<file path="config.mk">
export PLATFORM = sky130hd
export DESIGN_NAME = div_issue_ctrl_flat
export DESIGN_NICKNAME = d
export VERILOG_FILES = /design/src/rtl/div_issue_ctrl_if.sv /design/src/rtl/div_issue_ctrl.sv /design/src/flat_wrapper.sv
export SDC_FILE = /design/constraint.sdc
export NUM_CORES = 1
export LEC_CHECK = 0
export CAP_MARGIN = 20
export CORE_ASPECT_RATIO = 1.2
export CORE_MARGIN = 2
export CORE_UTILIZATION = 43
export CTS_BUF_LIST = sky130_fd_sc_hd__clkbuf_8
export CTS_CLUSTER_DIAMETER = 50
export DETAILED_ROUTE_END_ITERATION = 12
export PLACE_DENSITY_LB_ADDON = 0.12
export SLEW_MARGIN = 40
export SYNTH_ARGS = -nofsm -noshare
export SYNTH_HDL_FRONTEND = slang
export SYNTH_SLANG_ARGS = --single-unit
export TNS_END_PERCENT = 100
</file>
<file path="constraint.sdc">
create_clock -name clk -period 1.58 [get_ports clk]
set_input_delay 0.237 -clock clk [delete_from_list [all_inputs] [get_ports clk]]
set_output_delay 0.237 -clock clk [all_outputs]
set_load 0.005 [all_outputs]
</file>
<file path="src/rtl/div_issue_ctrl_if.sv">
// Handshake bundle between the EX-stage divide controller
// and the multi-cycle iterative divider.
interface div_issue_ctrl_if;
    logic        div_start_o;
    logic        div_signed_o;
    logic [31:0] div_dividend_o;
    logic [31:0] div_divider_o;
    logic        div_cancel_o;
    logic [63:0] div_result_i;
    logic        div_ready_i;

    modport master (
        output div_start_o,
        output div_signed_o,
        output div_dividend_o,
        output div_divider_o,
        output div_cancel_o,
        input  div_result_i,
        input  div_ready_i
    );

    modport slave (
        input  div_start_o,
        input  div_signed_o,
        input  div_dividend_o,
        input  div_divider_o,
        input  div_cancel_o,
        output div_result_i,
        output div_ready_i
    );
endinterface

</file>
<file path="src/rtl/div_issue_ctrl.sv">
// EX-stage issue controller for the iterative divider:
// operand latch, stall, HI/LO write, flush and watchdog.
module div_issue_ctrl #(
    parameter int TIMEOUT_CYCLES = 48
) (
    input  logic              clk,
    input  logic              rst,
    input  logic              div_valid_i,
    input  logic              div_signed_i,
    input  logic [31:0]       rs_data_i,
    input  logic [31:0]       rt_data_i,
    input  logic              flush_i,
    input  logic              ex_hold_i,
    div_issue_ctrl_if.master  dv,
    output logic              stall_req_o,
    output logic              hilo_we_o,
    output logic [31:0]       hi_o,
    output logic [31:0]       lo_o,
    output logic              div_zero_o,
    output logic              div_err_o
);

    localparam int CW = $clog2(TIMEOUT_CYCLES + 1);
    localparam logic [CW-1:0] CNT_LAST = CW'(TIMEOUT_CYCLES - 1);

    typedef enum logic [1:0] {
        IDLE = 2'd0,
        BUSY = 2'd1,
        DONE = 2'd2
    } state_t;

    state_t        state, state_n;
    logic [31:0]   a_q, b_q;
    logic          sgn_q;
    logic [CW-1:0] cnt_q;
    logic          busy;
    logic          issue;
    logic          wr;
    logic          tmo;
    logic          cancel;
    logic          stall;
    logic          zero;

    assign busy = (state == BUSY);

    always_comb begin
        state_n = state;
        issue   = 1'b0;
        wr      = 1'b0;
        tmo     = 1'b0;
        cancel  = 1'b0;
        stall   = 1'b0;
        zero    = 1'b0;
        unique case (state)
            IDLE: begin
                if (div_valid_i && !flush_i) begin
                    if (rt_data_i != 32'd0) begin
                        issue   = 1'b1;
                        stall   = 1'b1;
                        state_n = BUSY;
                    end else begin
                        zero = 1'b1;
                    end
                end
            end
            BUSY: begin
                if (flush_i) begin
                    cancel  = 1'b1;
                    state_n = IDLE;
                end else begin
                    stall = 1'b1;
                    if (dv.div_ready_i) begin
                        wr      = 1'b1;
                        state_n = DONE;
                    end else if (cnt_q == CNT_LAST) begin
                        cancel  = 1'b1;
                        tmo     = 1'b1;
                        state_n = DONE;
                    end
                end
            end
            DONE: begin
                // Holding here keeps a stalled EX from re-issuing the same divide
                if (!(ex_hold_i && !flush_i)) begin
                    state_n = IDLE;
                end
            end
            default: state_n = IDLE;
        endcase
    end

    always_ff @(posedge clk) begin
        if (rst) begin
            state     <= IDLE;
            a_q       <= 32'd0;
            b_q       <= 32'd0;
            sgn_q     <= 1'b0;
            cnt_q     <= '0;
            hilo_we_o <= 1'b0;
            div_err_o <= 1'b0;
            hi_o      <= 32'd0;
            lo_o      <= 32'd0;
        end else begin
            state     <= state_n;
            hilo_we_o <= wr;
            div_err_o <= tmo;
            if (issue) begin
                a_q   <= rs_data_i;
                b_q   <= rt_data_i;
                sgn_q <= div_signed_i;
                cnt_q <= '0;
            end else if (busy) begin
                cnt_q <= cnt_q + 1'b1;
            end
            if (wr) begin
                hi_o <= dv.div_result_i[63:32];
                lo_o <= dv.div_result_i[31:0];
            end
        end
    end

    // Operands stay frozen for the whole divide; the divider reads them late
    assign dv.div_start_o    = busy;
    assign dv.div_signed_o   = busy & sgn_q;
    assign dv.div_dividend_o = busy ? a_q : 32'd0;
    assign dv.div_divider_o  = busy ? b_q : 32'd0;
    assign dv.div_cancel_o   = cancel;
    assign stall_req_o       = stall;
    assign div_zero_o        = zero;

endmodule
</file>
<file path="src/flat_wrapper.sv">
// flat-port wrapper written by rule: the top's interface ports become plain ports
module div_issue_ctrl_flat 
#(
    parameter int TIMEOUT_CYCLES = 48
)
  (clk, rst, div_valid_i, div_signed_i, rs_data_i, rt_data_i, flush_i, ex_hold_i, stall_req_o, hilo_we_o, hi_o, lo_o, div_zero_o, div_err_o, dv_div_start_o, dv_div_signed_o, dv_div_dividend_o, dv_div_divider_o, dv_div_cancel_o, dv_div_result_i, dv_div_ready_i);
  div_issue_ctrl_if dv_i ();
  input  logic clk;
  input  logic rst;
  input  logic div_valid_i;
  input  logic div_signed_i;
  input  logic [31:0] rs_data_i;
  input  logic [31:0] rt_data_i;
  input  logic flush_i;
  input  logic ex_hold_i;
  output logic stall_req_o;
  output logic hilo_we_o;
  output logic [31:0] hi_o;
  output logic [31:0] lo_o;
  output logic div_zero_o;
  output logic div_err_o;
  output wire logic [$bits(dv_i.div_start_o)-1:0] dv_div_start_o;
  output wire logic [$bits(dv_i.div_signed_o)-1:0] dv_div_signed_o;
  output wire logic [$bits(dv_i.div_dividend_o)-1:0] dv_div_dividend_o;
  output wire logic [$bits(dv_i.div_divider_o)-1:0] dv_div_divider_o;
  output wire logic [$bits(dv_i.div_cancel_o)-1:0] dv_div_cancel_o;
  input wire logic [$bits(dv_i.div_result_i)-1:0] dv_div_result_i;
  input wire logic [$bits(dv_i.div_ready_i)-1:0] dv_div_ready_i;
  assign dv_div_start_o = dv_i.div_start_o;
  assign dv_div_signed_o = dv_i.div_signed_o;
  assign dv_div_dividend_o = dv_i.div_dividend_o;
  assign dv_div_divider_o = dv_i.div_divider_o;
  assign dv_div_cancel_o = dv_i.div_cancel_o;
  assign dv_i.div_result_i = dv_div_result_i;
  assign dv_i.div_ready_i = dv_div_ready_i;
  div_issue_ctrl #(.TIMEOUT_CYCLES(TIMEOUT_CYCLES)) u_core (.clk(clk), .rst(rst), .div_valid_i(div_valid_i), .div_signed_i(div_signed_i), .rs_data_i(rs_data_i), .rt_data_i(rt_data_i), .flush_i(flush_i), .ex_hold_i(ex_hold_i), .dv(dv_i), .stall_req_o(stall_req_o), .hilo_we_o(hilo_we_o), .hi_o(hi_o), .lo_o(lo_o), .div_zero_o(div_zero_o), .div_err_o(div_err_o));
endmodule
</file>
==> flow_summary.toml <==
[outcome]
status = "finished with violations"
violations = "setup timing"

[global_routing]
grt_antenna_before_repair = 2
grt_usage_pct = 27.70
grt_pass1_vias = 6269
grt_start_max_net_pins = 56
grt-ovfl-total = 0
grt_pass1_wl_um = 32890

[clock_network]
cts_tree = "yes"
cts_buffers = 17
cts_hold_buf = 0
worstSkewPairLatency_ps = 440
clk_pin_slew_ps = 80
cts_num_sinks = 139
cts_max_level = 4
clockBufferDepth = 2
cts_root_buf = "clkbuf_8"

[placed_design]
hpwl_um = 12250
place_congestion = 0.7979
io_buffer_count = 269
place_area_um2 = 9046

[sta]
relSlewSlack_pct = 74.22
timing.fmax_mhz = 524.0
min_period_ps = 1908
finalWorstSetupSlack_ps = -328.2
fin_crit_sh_pct = 120.8
worstMarginPinSlew_ps = 386.8
hold_viol = 0
clock_skew_ps = 13.25
finalMaxSlewViolations = 0
rsz0062_at_grt = "true"
setup_violations = 200
fin_setup_tns_ps = -39750

[logic_synthesis]
async_flop_share_pct = 0
netlist_area_um2 = 6063
ys_ff_latch = 139
syn_nets = 828
synth-main-ff-cell = "dfxtp_1"
ys_top_cells_by_area = "dfxtp_1 46%, nand2b_1 13%, mux2i_1 11%"
synthTopCellsByCount = "139 x dfxtp_1, 130 x nand2b_1, 129 x nand2_1"
synth_edf_count = 0
synth.distinct_cells = 30
synth_area_leader_cell = "dfxtp_1"
post-synth-top-count-cell = "dfxtp_1"
syn_area_per_cell_um2 = 8.762
yosysWarnings = 0
synth_seq_area_share_pct = 45.89
yosys.area.top_type_share_pct = 45.89
synthCells = 692

[floorplanning]
die_h_um = 134.1
core_area_um2 = 13820
die_area_um2 = 15070
io_pins = 270
num_rows = 47
start_util_pct = 43.88
dieWidth_um = 112.4

[setup_path]
crit_type = "flop to primary output"
critPathLaunchType = "flop"
crit_arrival_ps = 1670
critical_path_peak_fanout = 7
crit_path_end_kind = "primary output"
required_ps = 1340
ff2ff_path_depth = 10

[routing]
first_iter_violations = 300
via_per_inst = 5.190
routed_wl_um = 23130
routed-via-count = 6238
wl_per_cell_um = 19.24
dr.pass1.iters = 5
antenna_left = 0
drc_errors = 0

[final_layout]
drive_gt1_share_pct = 35.08
multi_input_area_um2 = 3556
postLayoutCoreUtil_pct = 79.76
regArea_um2 = 2795
area_delta_synth_final_pct = 81.80
fillers = 859
nNetsFinal = 1152
final_design_area_no_fill_um2 = 11020

[worst_hold_path]
hold_class = "input pin to flop"
hold_path_depth = 3

[pwr]
p_sw_share_pct = 26.07
power.switching_mw = 2.143
worst_ir_drop_vdd_v = 0.0005217
p_leak_nw = 4.436
cellPowerDensity_nw_per_um2 = 745.7
seqPwrFrac_pct = 44.8
internal_power_mw = 6.077
finalPower_mw = 8.220
pwr-share-clk_pct = 38.8
pwr-share-comb_pct = 16.4

[run]
maxCapViolations = 0
==> power groups by stage <==
stage / Combinational (mW) / Sequential (mW) / Clock (mW)
floorplan: 0.399 / 3.74 / 0
global placement: 0.939 / 3.74 / 0
detailed placement: 0.956 / 3.75 / 0
CTS: 1.34 / 3.67 / 3.20
global route: 1.42 / 3.70 / 3.38
finish: 1.35 / 3.68 / 3.19
==> sequential cells by signal, indices dropped and copies added (netlist names) <==
register,count
u_core.state,2
u_core.div_err_o,1
u_core.hilo_we_o,1
u_core.a_q,32
u_core.hi_o,32
u_core.b_q,32
u_core.lo_o,32
u_core.cnt_q,6
u_core.sgn_q,1
==> layer usage <==
layer  part of all wire (%)  vias to the layer above  GRT usage, %
li1                       -                     2899             -
met1                     38                     3000         31.69
met2                     52                      294         49.06
met3                    7.1                       45         6.959
met4                    2.9                        0         11.72
met5                      0                        -             0
==> area by class of cell <==
type	instances	share of cell area (%)
clock buffer	18	2.247
multi-input combinational	500	32.26
sequential	139	25.36
antenna	2	0.04540
timing repair buffer	356	36.32
inverter	2	0.1816
tap	171	1.941
clock inverter	14	1.646
==> critical path, stage by stage (launching register included) <==
cell and delay (ps):
dfxtp_2 350, buf_6 100, nand2b_4 160, clkinv_8 90
buf_8 140, clkbuf_16 150, and2_4 140, buf_6 110
==> stage by stage <==
step	std cells	setup WS [ps]	hold slack [ps]
2_1_floorplan	692	83.22	313.7
3_3_place_gp	1115	-1167	442.4
3_5_place_dp	1115	-1136	446.2
4_1_cts	1211	-402.4	60.30
5_1_grt	1202	-388.2	75.03
6_report	1202	-328.2	90.46
==> path summary, 6_finish.rpt <==
check	from	endpoint	slack (ps)
worst min register to register	u_core.hi_o[14]	u_core.hi_o[14]	460
worst min-delay path	rt_data_i[3]	u_core.b_q[3]	90
worst max-delay path	u_core.state[1]	dv_div_divider_o[16]	-330
worst max register to register	u_core.state[1]	u_core.lo_o[10]	-300
==> what timing repair did <==
item,in CTS,in global routing
pin swaps,54,44
gates cloned,22,7
setup buffers,53,6
setup endpoints to repair,208,224
gates resized for setup,507,172
==> placed cells by master, fill, tap and decap left out, types with 15 or more instances in the layout <==
cell type,instances
buf_4,28
a21oi_2,39
clkbuf_8,18
clkdlybuf4s50_1,155
nand2_1,101
buf_6,74
dfxtp_1,129
a21oi_1,25
buf_8,18
nand2b_1,130
nand2_2,27
mux2i_1,64
dlygate4sd2_1,23
buf_2,15
and2_4,62
==> cells by family after synthesis <==
logic type	count (synthesis)	share of synthesized area, %
DFF	139	45.89
xor gates and xnor gates	5	0.7222
buffers and inverters	53	4.746
muxes	66	10.90
and+or+nand+nor	359	31.68
AOI/OAI and AO/OA	69	5.860
adders and majority gates	1	0.2063
(Power assumes the default switching activity.)
